**src/rtl/ad_spike_aer_merger_if.sv**
```systemverilog
// AER output link of the spike merger: 4-phase req/ack with address and payload.
interface ad_spike_aer_merger_if #(
    parameter int NEUR_W = 8
);
    logic              aer_req;
    logic              aer_ack;
    logic [NEUR_W+1:0] aer_addr;
    logic [5:0]        aer_payload;

    modport master (
        output aer_req,
        output aer_addr,
        output aer_payload,
        input  aer_ack
    );

    modport slave (
        input  aer_req,
        input  aer_addr,
        input  aer_payload,
        output aer_ack
    );
endinterface

```
**src/rtl/ad_spike_aer_merger.sv**
```systemverilog
// Spike merger: captures the three per-update neuron spike outputs into
// per-channel FIFOs tagged with the neuron index, then serialises them
// round-robin onto a single 4-phase AER link.
//
// state    | meaning
// ---------+----------------------------------------------------------
// S_IDLE   | no request outstanding; grant next non-empty channel
// S_REQ    | aer_req high, addr/payload held, waiting for aer_ack=1
// S_ACKLO  | granted entry popped, waiting for aer_ack to return to 0
module ad_spike_aer_merger #(
    parameter int FIFO_DEPTH = 4,
    parameter int NEUR_W     = 8
) (
    input  logic              CLK,
    input  logic              RST,
    input  logic              in_valid,
    input  logic [NEUR_W-1:0] in_neur_idx,
    input  logic [6:0]        event_out1,
    input  logic [6:0]        event_out2,
    input  logic [6:0]        event_out3,
    output logic              stall,
    output logic [2:0]        overflow,
    input  logic              ovf_clr,
    ad_spike_aer_merger_if.master aer
);
    localparam int AW = $clog2(FIFO_DEPTH);
    localparam int EW = NEUR_W + 6;

    typedef enum logic [1:0] {S_IDLE, S_REQ, S_ACKLO} state_t;

    state_t            state_q, state_d;
    logic [6:0]        ev [3];
    logic [EW-1:0]     mem [3][FIFO_DEPTH];
    logic [AW-1:0]     wr_ptr [3];
    logic [AW-1:0]     rd_ptr [3];
    logic [AW:0]       count [3];
    logic [2:0]        full, empty, push_ok, drop, pop;
    logic [1:0]        rr_q, rr_d, gnt_q, gnt_d, sel;
    logic              sel_vld, load;
    logic [EW-1:0]     head;
    logic [NEUR_W+1:0] addr_q;
    logic [5:0]        pay_q;

    assign ev[0] = event_out1;
    assign ev[1] = event_out2;
    assign ev[2] = event_out3;

    // Fullness is taken from registered counts, so a same-cycle pop never frees a slot for a push.
    always_comb begin
        full    = '0;
        empty   = '0;
        push_ok = '0;
        drop    = '0;
        for (int k = 0; k < 3; k++) begin
            full[k]  = (count[k] == (AW+1)'(FIFO_DEPTH));
            empty[k] = (count[k] == '0);
            if (in_valid && ev[k][6]) begin
                if (full[k]) drop[k]    = 1'b1;
                else         push_ok[k] = 1'b1;
            end
        end
    end

    assign stall = |full;

    // Pick the first non-empty channel at or after the round-robin pointer.
    always_comb begin
        logic [2:0] c;
        c       = '0;
        sel_vld = 1'b0;
        sel     = rr_q;
        for (int i = 2; i >= 0; i--) begin
            c = {1'b0, rr_q} + 3'(i);
            if (c >= 3'd3) c = c - 3'd3;
            if (!empty[c]) begin
                sel_vld = 1'b1;
                sel     = c[1:0];
            end
        end
    end

    // Head entry of the selected channel.
    always_comb begin
        head = '0;
        for (int k = 0; k < 3; k++) begin
            if (sel == 2'(k)) head = mem[k][rd_ptr[k]];
        end
    end

    // Next-state, grant, pop and round-robin update.
    always_comb begin
        state_d = state_q;
        gnt_d   = gnt_q;
        rr_d    = rr_q;
        load    = 1'b0;
        pop     = '0;
        case (state_q)
            S_IDLE: begin
                if (sel_vld) begin
                    load    = 1'b1;
                    gnt_d   = sel;
                    state_d = S_REQ;
                end
            end
            S_REQ: begin
                if (aer.aer_ack) begin
                    pop     = 3'b001 << gnt_q;
                    rr_d    = (gnt_q == 2'd2) ? 2'd0 : gnt_q + 2'd1;
                    state_d = S_ACKLO;
                end
            end
            S_ACKLO: begin
                if (!aer.aer_ack) state_d = S_IDLE;
            end
            default: state_d = S_IDLE;
        endcase
    end

    // FSM state, grant, round-robin pointer and held link data.
    always_ff @(posedge CLK or posedge RST) begin
        if (RST) begin
            state_q <= S_IDLE;
            gnt_q   <= 2'd0;
            rr_q    <= 2'd0;
            addr_q  <= '0;
            pay_q   <= '0;
        end else begin
            state_q <= state_d;
            gnt_q   <= gnt_d;
            rr_q    <= rr_d;
            if (load) begin
                addr_q <= {sel + 2'd1, head[EW-1:6]};
                pay_q  <= head[5:0];
            end
        end
    end

    assign aer.aer_req     = (state_q == S_REQ);
    assign aer.aer_addr    = addr_q;
    assign aer.aer_payload = pay_q;

    // FIFO pointers and occupancy counts.
    always_ff @(posedge CLK or posedge RST) begin
        if (RST) begin
            for (int k = 0; k < 3; k++) begin
                wr_ptr[k] <= '0;
                rd_ptr[k] <= '0;
                count[k]  <= '0;
            end
        end else begin
            for (int k = 0; k < 3; k++) begin
                if (push_ok[k]) wr_ptr[k] <= wr_ptr[k] + 1'b1;
                if (pop[k])     rd_ptr[k] <= rd_ptr[k] + 1'b1;
                case ({push_ok[k], pop[k]})
                    2'b10:   count[k] <= count[k] + 1'b1;
                    2'b01:   count[k] <= count[k] - 1'b1;
                    default: count[k] <= count[k];
                endcase
            end
        end
    end

    // FIFO storage; contents are don't-care while empty, so no reset.
    always_ff @(posedge CLK) begin
        for (int k = 0; k < 3; k++) begin
            if (push_ok[k]) mem[k][wr_ptr[k]] <= {in_neur_idx, ev[k][5:0]};
        end
    end

    // Sticky drop flags; a drop in the clearing cycle keeps its flag set.
    always_ff @(posedge CLK or posedge RST) begin
        if (RST) overflow <= '0;
        else     overflow <= (overflow & ~{3{ovf_clr}}) | drop;
    end
endmodule

```
**src/flat_wrapper.sv**
```systemverilog
// flat-port wrapper written by rule: the top's interface ports become plain ports
module ad_spike_aer_merger_flat 
#(
    parameter int FIFO_DEPTH = 4,
    parameter int NEUR_W     = 8
)
  (CLK, RST, in_valid, in_neur_idx, event_out1, event_out2, event_out3, stall, overflow, ovf_clr, aer_aer_req, aer_aer_addr, aer_aer_payload, aer_aer_ack);
  ad_spike_aer_merger_if #(.NEUR_W(NEUR_W)) aer_i ();
  input  logic CLK;
  input  logic RST;
  input  logic in_valid;
  input  logic [NEUR_W-1:0] in_neur_idx;
  input  logic [6:0] event_out1;
  input  logic [6:0] event_out2;
  input  logic [6:0] event_out3;
  output logic stall;
  output logic [2:0] overflow;
  input  logic ovf_clr;
  output wire logic [$bits(aer_i.aer_req)-1:0] aer_aer_req;
  output wire logic [$bits(aer_i.aer_addr)-1:0] aer_aer_addr;
  output wire logic [$bits(aer_i.aer_payload)-1:0] aer_aer_payload;
  input wire logic [$bits(aer_i.aer_ack)-1:0] aer_aer_ack;
  assign aer_aer_req = aer_i.aer_req;
  assign aer_aer_addr = aer_i.aer_addr;
  assign aer_aer_payload = aer_i.aer_payload;
  assign aer_i.aer_ack = aer_aer_ack;
  ad_spike_aer_merger #(.FIFO_DEPTH(FIFO_DEPTH), .NEUR_W(NEUR_W)) u_core (.CLK(CLK), .RST(RST), .in_valid(in_valid), .in_neur_idx(in_neur_idx), .event_out1(event_out1), .event_out2(event_out2), .event_out3(event_out3), .stall(stall), .overflow(overflow), .ovf_clr(ovf_clr), .aer(aer_i));
endmodule
```
**config.mk**
```make
export PLATFORM = sky130hd
export DESIGN_NAME = ad_spike_aer_merger_flat
export DESIGN_NICKNAME = d
export VERILOG_FILES = /design/src/rtl/ad_spike_aer_merger_if.sv /design/src/rtl/ad_spike_aer_merger.sv /design/src/flat_wrapper.sv
export SDC_FILE = /design/constraint.sdc
export NUM_CORES = 1
export LEC_CHECK = 0
export ABC_CLOCK_PERIOD_IN_PS = 4000
export CAP_MARGIN = 30
export CELL_PAD_IN_SITES_DETAIL_PLACEMENT = 1
export CELL_PAD_IN_SITES_GLOBAL_PLACEMENT = 1
export CORE_MARGIN = 8
export CORE_UTILIZATION = 35
export CTS_CLUSTER_SIZE = 12
export DETAILED_ROUTE_END_ITERATION = 8
export MAX_ROUTING_LAYER = met4
export PLACE_DENSITY = 0.54
export SLEW_MARGIN = 0
export SYNTH_ARGS = -nofsm -noshare
export SYNTH_HDL_FRONTEND = slang
export SYNTH_SLANG_ARGS = --single-unit
```
**constraint.sdc**
```tcl
create_clock -name CLK -period 4 [get_ports CLK]
set_input_delay 0.8 -clock CLK [delete_from_list [all_inputs] [get_ports CLK]]
set_output_delay 0.8 -clock CLK [all_outputs]
set_load 0.03 [all_outputs]
```
Word level (Yosys, flattened, before mapping)
Memories as Yosys holds them, arrays and structs flattened.
Index checks and enable logic that the tools add are counted.
{"block": "classes", "n_addsub": 19, "mul": 0, "div_mod_pow": 0, "magnitude_cmp": 15, "eq_ne": 17, "shift": 1, "n_mux": 63, "bitwise_logic": 9, "n_reduce_logical": 18}
{"operator": "14-bit 2-to-1 mux", "n": 12}
{"operator": "56-bit 2-to-1 mux", "n": 3}
{"operator": "14-bit binary-select mux with 2-bit select", "n": 3}
{"operator": "14-bit demux with 2-bit select", "n": 3}
{"operator": "1-bit 2-to-1 mux", "n": 23}
{"operator": "3-bit >= comparator (second input constant)", "n": 6}
{"operator": "2-bit inverter with 3-bit output", "n": 6}
{"operator": "3-bit case mux with 2 select lines", "n": 3}
{"operator": "2-bit by 1-bit adder with 2-bit output (second input constant)", "n": 8}
{"operator": "3-bit 2-to-1 mux", "n": 5}
{"operator": "2-bit 2-to-1 mux", "n": 7}
{"operator": "2-bit equality test (second input constant)", "n": 6}
{"operator": "2-bit by 1-bit equality test with 1-bit output (second input constant)", "n": 5}
{"operator": "3-bit by 1-bit adder with 3-bit output (second input constant)", "n": 3}
{"operator": "3-bit equality test (second input constant)", "n": 3}
{"operator": "3-bit logical NOT", "n": 3}
{"operator": "3-bit by 1-bit less-than comparator with 1-bit output (second input constant)", "n": 3}
{"operator": "3-bit less-than comparator (second input constant)", "n": 3}
{"operator": "3-bit by 1-bit subtractor with 3-bit output (second input constant)", "n": 3}
{"operator": "1-bit binary-select mux with 2-bit select", "n": 3}
{"operator": "3-bit by 2-bit >= comparator with 1-bit output (second input constant)", "n": 2}
{"operator": "1-bit logical AND", "n": 6}
{"operator": "2-bit case mux with 3 select lines", "n": 1}
{"operator": "2-bit nonzero test", "n": 3}
{"operator": "15 further kinds", "n": 19}
{"block": "totals", "reg_bits": 46, "latch_bits": 0, "ram_bits": 168, "romBits": 0, "in_bits": 34, "output_inout_bits": 21, "word_cells": 158, "n_memories": 1}
{"name": "u_core.mem", "words": 3, "word_bits": 56, "rd": 3, "rd_clocked_by_memory_dff": 0, "wr": 3, "line_no": "ad_spike_aer_merger.sv:33", "text": "logic [EW-1:0] mem [3][FIFO_DEPTH];"}

Depth between registers and ports, before layout
{"block": "depth", "ltp_word": 12, "ltp_mapped": 14}

Worst setup path after synthesis
OpenSTA, ideal clock, no wires.
{"block": "synth_path", "kind": "register to register", "start": "reg u_core.rr_q[0]", "end": "reg u_core.addr_q[0], in the netlist u_core.aer.aer_addr[0]", "setup_ps": 125, "t_arrival_ps": 2891, "slack_ps": 984, "stages_incl_launch_ff": 15, "n_path_buf": 2, "period_less_slack_ps": 3016, "path_cell_list": "dfrtp_1 inv_1 ha_1 buf_2 nor4b_1 o21bai_1 a221o_1 a32o_1 inv_1 ha_1 nor2b_1 clkbuf_1 a22oi_1 o21ai_0 mux2_4"}
{"block": "synth_between", "elab_chain_cells": 12, "elab_cells_between_ends": 31}
{"element": "start, declared", "line_no": "ad_spike_aer_merger.sv:38", "text": "logic [1:0] rr_q, rr_d, gnt_q, gnt_d, sel;"}
{"element": "start signal, assigned", "line_no": "ad_spike_aer_merger.sv:130", "text": "rr_q <= rr_d;"}
{"element": "2-bit by 2-bit adder with 3-bit output", "line_no": "ad_spike_aer_merger.sv:73", "text": "c = {1'b0, rr_q} + 3'(i);"}
{"element": "3-bit by 2-bit subtractor with 3-bit output / 3-bit by 2-bit >= comparator with 1-bit output (equally long branches)", "line_no": "ad_spike_aer_merger.sv:74", "text": "if (c >= 3'd3) c = c - 3'd3;"}
{"element": "3-bit 2-to-1 mux", "line_no": "ad_spike_aer_merger.sv:74"}
{"element": "1-bit binary-select mux with 2-bit select", "line_no": "ad_spike_aer_merger.sv:75", "text": "if (!empty[c]) begin"}
{"element": "1-bit 2-to-1 mux (implied by the code)", "line_no": "ad_spike_aer_merger.sv:75"}
{"element": "2-bit 2-to-1 mux (2 in series)", "line_no": "ad_spike_aer_merger.sv:75"}
{"element": "2-bit 2-to-1 mux (*)", "line_no": "ad_spike_aer_merger.sv:75"}
{"element": "net u_core.sel[1]", "line_no": "ad_spike_aer_merger.sv:38"}
{"element": "2-bit logical NOT", "line_no": "ad_spike_aer_merger.sv:86", "text": "if (sel == 2'(k)) head = mem[k][rd_ptr[k]];"}
{"element": "14-bit 2-to-1 mux (2 in series)", "line_no": "ad_spike_aer_merger.sv:86"}
{"element": "14-bit 2-to-1 mux (*)", "line_no": "ad_spike_aer_merger.sv:86"}
{"element": "end signal, assigned", "line_no": "ad_spike_aer_merger.sv:132", "text": "addr_q <= {sel + 2'd1, head[EW-1:6]};"}
{"element": "end, declared", "line_no": "ad_spike_aer_merger.sv:41", "text": "logic [NEUR_W+1:0] addr_q;"}
Mark *: on every way through the listed nets, which the timed path passes. The rest lies on a longest branch. The select of a mux whose other input is x is not followed.
A chain may end at the register's enable or synchronous reset.

Worst setup path in the final report
{"block": "layout_path", "start": "reg u_core.rr_q[0]", "end": "reg u_core.pay_q[2], in the netlist u_core.aer.aer_payload[2]"}
{"block": "layout_between", "elab_chain_cells": 12, "elab_cells_between_ends": 31}
{"element": "2-bit by 2-bit adder with 3-bit output", "line_no": "ad_spike_aer_merger.sv:73"}
{"element": "3-bit by 2-bit subtractor with 3-bit output / 3-bit by 2-bit >= comparator with 1-bit output (equally long branches)", "line_no": "ad_spike_aer_merger.sv:74"}
{"element": "3-bit 2-to-1 mux", "line_no": "ad_spike_aer_merger.sv:74"}
{"element": "1-bit binary-select mux with 2-bit select", "line_no": "ad_spike_aer_merger.sv:75"}
{"element": "1-bit 2-to-1 mux (implied by the code)", "line_no": "ad_spike_aer_merger.sv:75"}
{"element": "2-bit 2-to-1 mux (2 in series)", "line_no": "ad_spike_aer_merger.sv:75"}
{"element": "2-bit 2-to-1 mux (*)", "line_no": "ad_spike_aer_merger.sv:75"}
{"element": "net u_core.sel[1]", "line_no": "ad_spike_aer_merger.sv:38"}
{"element": "2-bit logical NOT", "line_no": "ad_spike_aer_merger.sv:86"}
{"element": "14-bit 2-to-1 mux (2 in series)", "line_no": "ad_spike_aer_merger.sv:86"}
{"element": "14-bit 2-to-1 mux (*)", "line_no": "ad_spike_aer_merger.sv:86"}
{"element": "end signal, assigned", "line_no": "ad_spike_aer_merger.sv:133", "text": "pay_q <= head[5:0];"}
{"element": "end, declared", "line_no": "ad_spike_aer_merger.sv:42", "text": "logic [5:0] pay_q;"}
Marks and branches as above.

==> flow_metrics.env <==
export IMPL_period_share_pct=87.58
export IMPL_synth_nets=560
export IMPL_area_growth_pct=20.35
export IMPL_firstDrtPassIters=4
export IMPL_die_area_um2=30700
export IMPL_num_vias=4572
export IMPL_drc_errors=0
export IMPL_cts_max_path_buffers=3
export IMPL_htreeDepth=1
export IMPL_syn_cell_area_um2=8872
export IMPL_synth_warnings=0
export IMPL_worstPathRequired_ns=4.40
export IMPL_drive_gt1_share_pct=18.99
export IMPL_timing_max_slew_rel_slack_pct=37.88
export IMPL_nets=636
export IMPL_synth_cell_types=45
export IMPL_fillCellCount=2460
export IMPL_max_freq_ghz=0.2854
export IMPL_startpoint_type="register"
export IMPL_critPathKind="reg -> reg"
export IMPL_antenna_found_initial=0
export IMPL_clk_latency_ns=0.52
export IMPL_gr_usage_all_layers_pct=13.42
export IMPL_synth_seq_cells=214
export IMPL_grt_pass1_wl_um=30910
export IMPL_placedCellCount=882
export IMPL_cts_tree="done"
export IMPL_cts_made_buffers=24
export IMPL_place_port_buffers=54
export IMPL_max_vdd_ir_drop_v=0.0004294
export IMPL_die_y_um=175.2
export IMPL_core_um2=25040
export IMPL_power_density_nw_per_um2=800.4
export IMPL_worst_pin_slew_ns=0.9318
export IMPL_initialDrtViolationCount=182
export IMPL_drv_cap=0
export IMPL_cp_end_kind="register"
export IMPL_synth_ff_type="edfxtp_1"
export IMPL_yosys_area_top_type="edfxtp_1"
export IMPL_syn_avg_cell_area_um2=17.67
export IMPL_n_antenna_cell=0
export IMPL_p_total_mw=8.547
export IMPL_root_buffer="clkbuf_16"
export IMPL_postRouteAntennaNets=0
export IMPL_rsz0062_at_grt="false"
export IMPL_path_clk_slew_ns=0.06
export IMPL_ys_top_cells_by_count="168 x edfxtp_1, 46 x dfrtp_1, 42 x mux4_2"
export IMPL_crit_arrival_ns=3.90
export IMPL_async_reset_ff_share_pct=21.50
export IMPL_cts_hold_buf=0
export IMPL_setup_viol=0
export IMPL_netlist_instances=502
export IMPL_wl_per_cell_um=21.30
export IMPL_tns_ns=0
export IMPL_rows=58
export IMPL_cts_setup_buffers=0
export IMPL_cts_num_sinks=214
export IMPL_status="completed"
export IMPL_multiInputGateArea_um2=2456
export IMPL_period_needed_ns=3.503
export IMPL_p_leak_nw=3.745
export IMPL_initial_utilization_pct=35.44
export IMPL_drv_slew=0
export IMPL_critical_path_max_fanout=14
export IMPL_grt_start_max_net_pins=29
export IMPL_fp_dieW_um=175.2
export IMPL_ctsResizeCount=0
export IMPL_gp_congestion=0.7646
export IMPL_hold_violations=0
export IMPL_seqCellArea_um2=6196
export IMPL_final_cells=925
export IMPL_ys_seq_area_share_pct=69.84
export IMPL_via_per_inst=4.943
export IMPL_pin_count=55
export IMPL_synth_area_top_cells="edfxtp_1 57%, dfrtp_1 13%, mux4_2 11%, ha_1 3.0%, mux2_4 1.4%"
export IMPL_grt_ovfl_total=0
export IMPL_clock_skew_ns=0.01679
export IMPL_synth_edf_count=168
export IMPL_hp_class="reg -> reg"
export IMPL_grt_pass1_vias=5210
export IMPL_wl_um=19700
export IMPL_hpwl_um=13320
export IMPL_synth_most_common_cell="edfxtp_1"
export IMPL_yosys_area_top_type_share_pct=56.86
stage by stage:
step / instance area (um2) / utilization [%] / worst slack (ns) / hold slack [ns]
global route: 10680 / 42.65 / 0.2929 / 0.5220
CTS: 10680 / 42.65 / 0.5224 / 0.5146
global placement: 9819 / 39.22 / 0.6421 / 0.5033
detailed placement: 9922 / 39.63 / 0.5559 / 0.5027
finish: 10680 / 42.65 / 0.4967 / 0.5119
floorplan: 8872 / - / 0.9840 / 0.4985
layout by cell type (no fill, tap or decap), types with 4 or more instances in the layout:
cell type | Yosys | layout
a21oi_1 | 5 | 5
a22oi_1 | 14 | 14
and2_1 | 12 | 12
buf_4 | 0 | 14
clkbuf_1 | 8 | 8
clkbuf_16 | 0 | 24
clkdlybuf4s50_1 | 0 | 54
clkinv_1 | 0 | 4
dfrtp_1 | 46 | 46
edfxtp_1 | 168 | 168
ha_1 | 21 | 21
inv_1 | 29 | 28
mux2_2 | 9 | 9
mux2_4 | 8 | 8
mux4_2 | 42 | 42
nand2_1 | 31 | 31
nand2b_1 | 4 | 4
nor2_1 | 9 | 9
nor3_1 | 4 | 4
nor4_1 | 5 | 5
o21ai_0 | 20 | 20
xnor2_1 | 9 | 9
xor2_1 | 9 | 9
path summary, 6_finish.rpt:
check                                     startpoint                         to  slack (ns)  cells past startpoint
setup reg to reg                      u_core.rr_q[0]  u_core.aer.aer_payload[2]        0.50                     13
min in group asynchronous                        RST  u_core.aer.aer_payload[3]        0.66                      2
hold reg to reg            u_core.aer.aer_payload[3]  u_core.aer.aer_payload[3]        0.51                      1
setup / recovery                      u_core.rr_q[0]  u_core.aer.aer_payload[2]        0.50                     13
max in group asynchronous                        RST           u_core.wr_ptr[3]        2.79                      3
hold / removal             u_core.aer.aer_payload[3]  u_core.aer.aer_payload[3]        0.51                      1
state kept, by name, indices dropped and copies added (netlist names):
register	cells
u_core.aer.aer_addr	10
u_core.aer.aer_payload	6
u_core.count	9
u_core.gnt_q	2
u_core.mem	168
u_core.overflow	3
u_core.rd_ptr	6
u_core.rr_q	2
u_core.state_q	2
u_core.wr_ptr	6
layout make-up:
| class | count | area share, % |
|---|---|---|
| tap | 330 | 3.867 |
| timing repair buffer | 72 | 7.007 |
| clock buffer | 33 | 6.035 |
| sequential | 214 | 58.03 |
| clock inverter | 10 | 1.043 |
| inverter | 29 | 1.019 |
| multi-input combinational | 237 | 23.00 |
critical path, stage by stage, from the launching register on:
cell,delay [ns]
dfrtp_1,0.40
inv_1,0.09
ha_1,0.51
nor4b_1,0.29
o21bai_1,0.12
a221o_1,0.35
a32o_1,0.26
inv_1,0.09
ha_1,0.19
nor2b_1,0.07
buf_4,0.20
a22oi_1,0.37
o21ai_0,0.15
mux2_2,0.30
power by group:
| part | total [mW] | internal (mW) | switching [mW] |
|---|---|---|---|
| clock | 2.11 | 1.25 | 0.853 |
| combinational | 3.20 | 1.50 | 1.70 |
| sequential | 3.23 | 2.83 | 0.409 |
| total | 8.55 | 5.58 | 2.96 |
layer usage:
layer	part of all wire [%]	global-route usage, %	vias to the layer above
met2	50	22.53	79
met1	45	16.80	2388
met5	0	-	-
met4	2.1	3.073	0
met3	3.7	2.331	27
li1	-	-	2078
cell families after synthesis:
kind of cell,synth area share (%)
buf+inv,2.482
mux,13.38
xor+xnor,1.777
fa+ha+maj,3.638
simple gates,4.118
compound gates,4.767
flops,69.83
(Power assumes the default switching activity.)
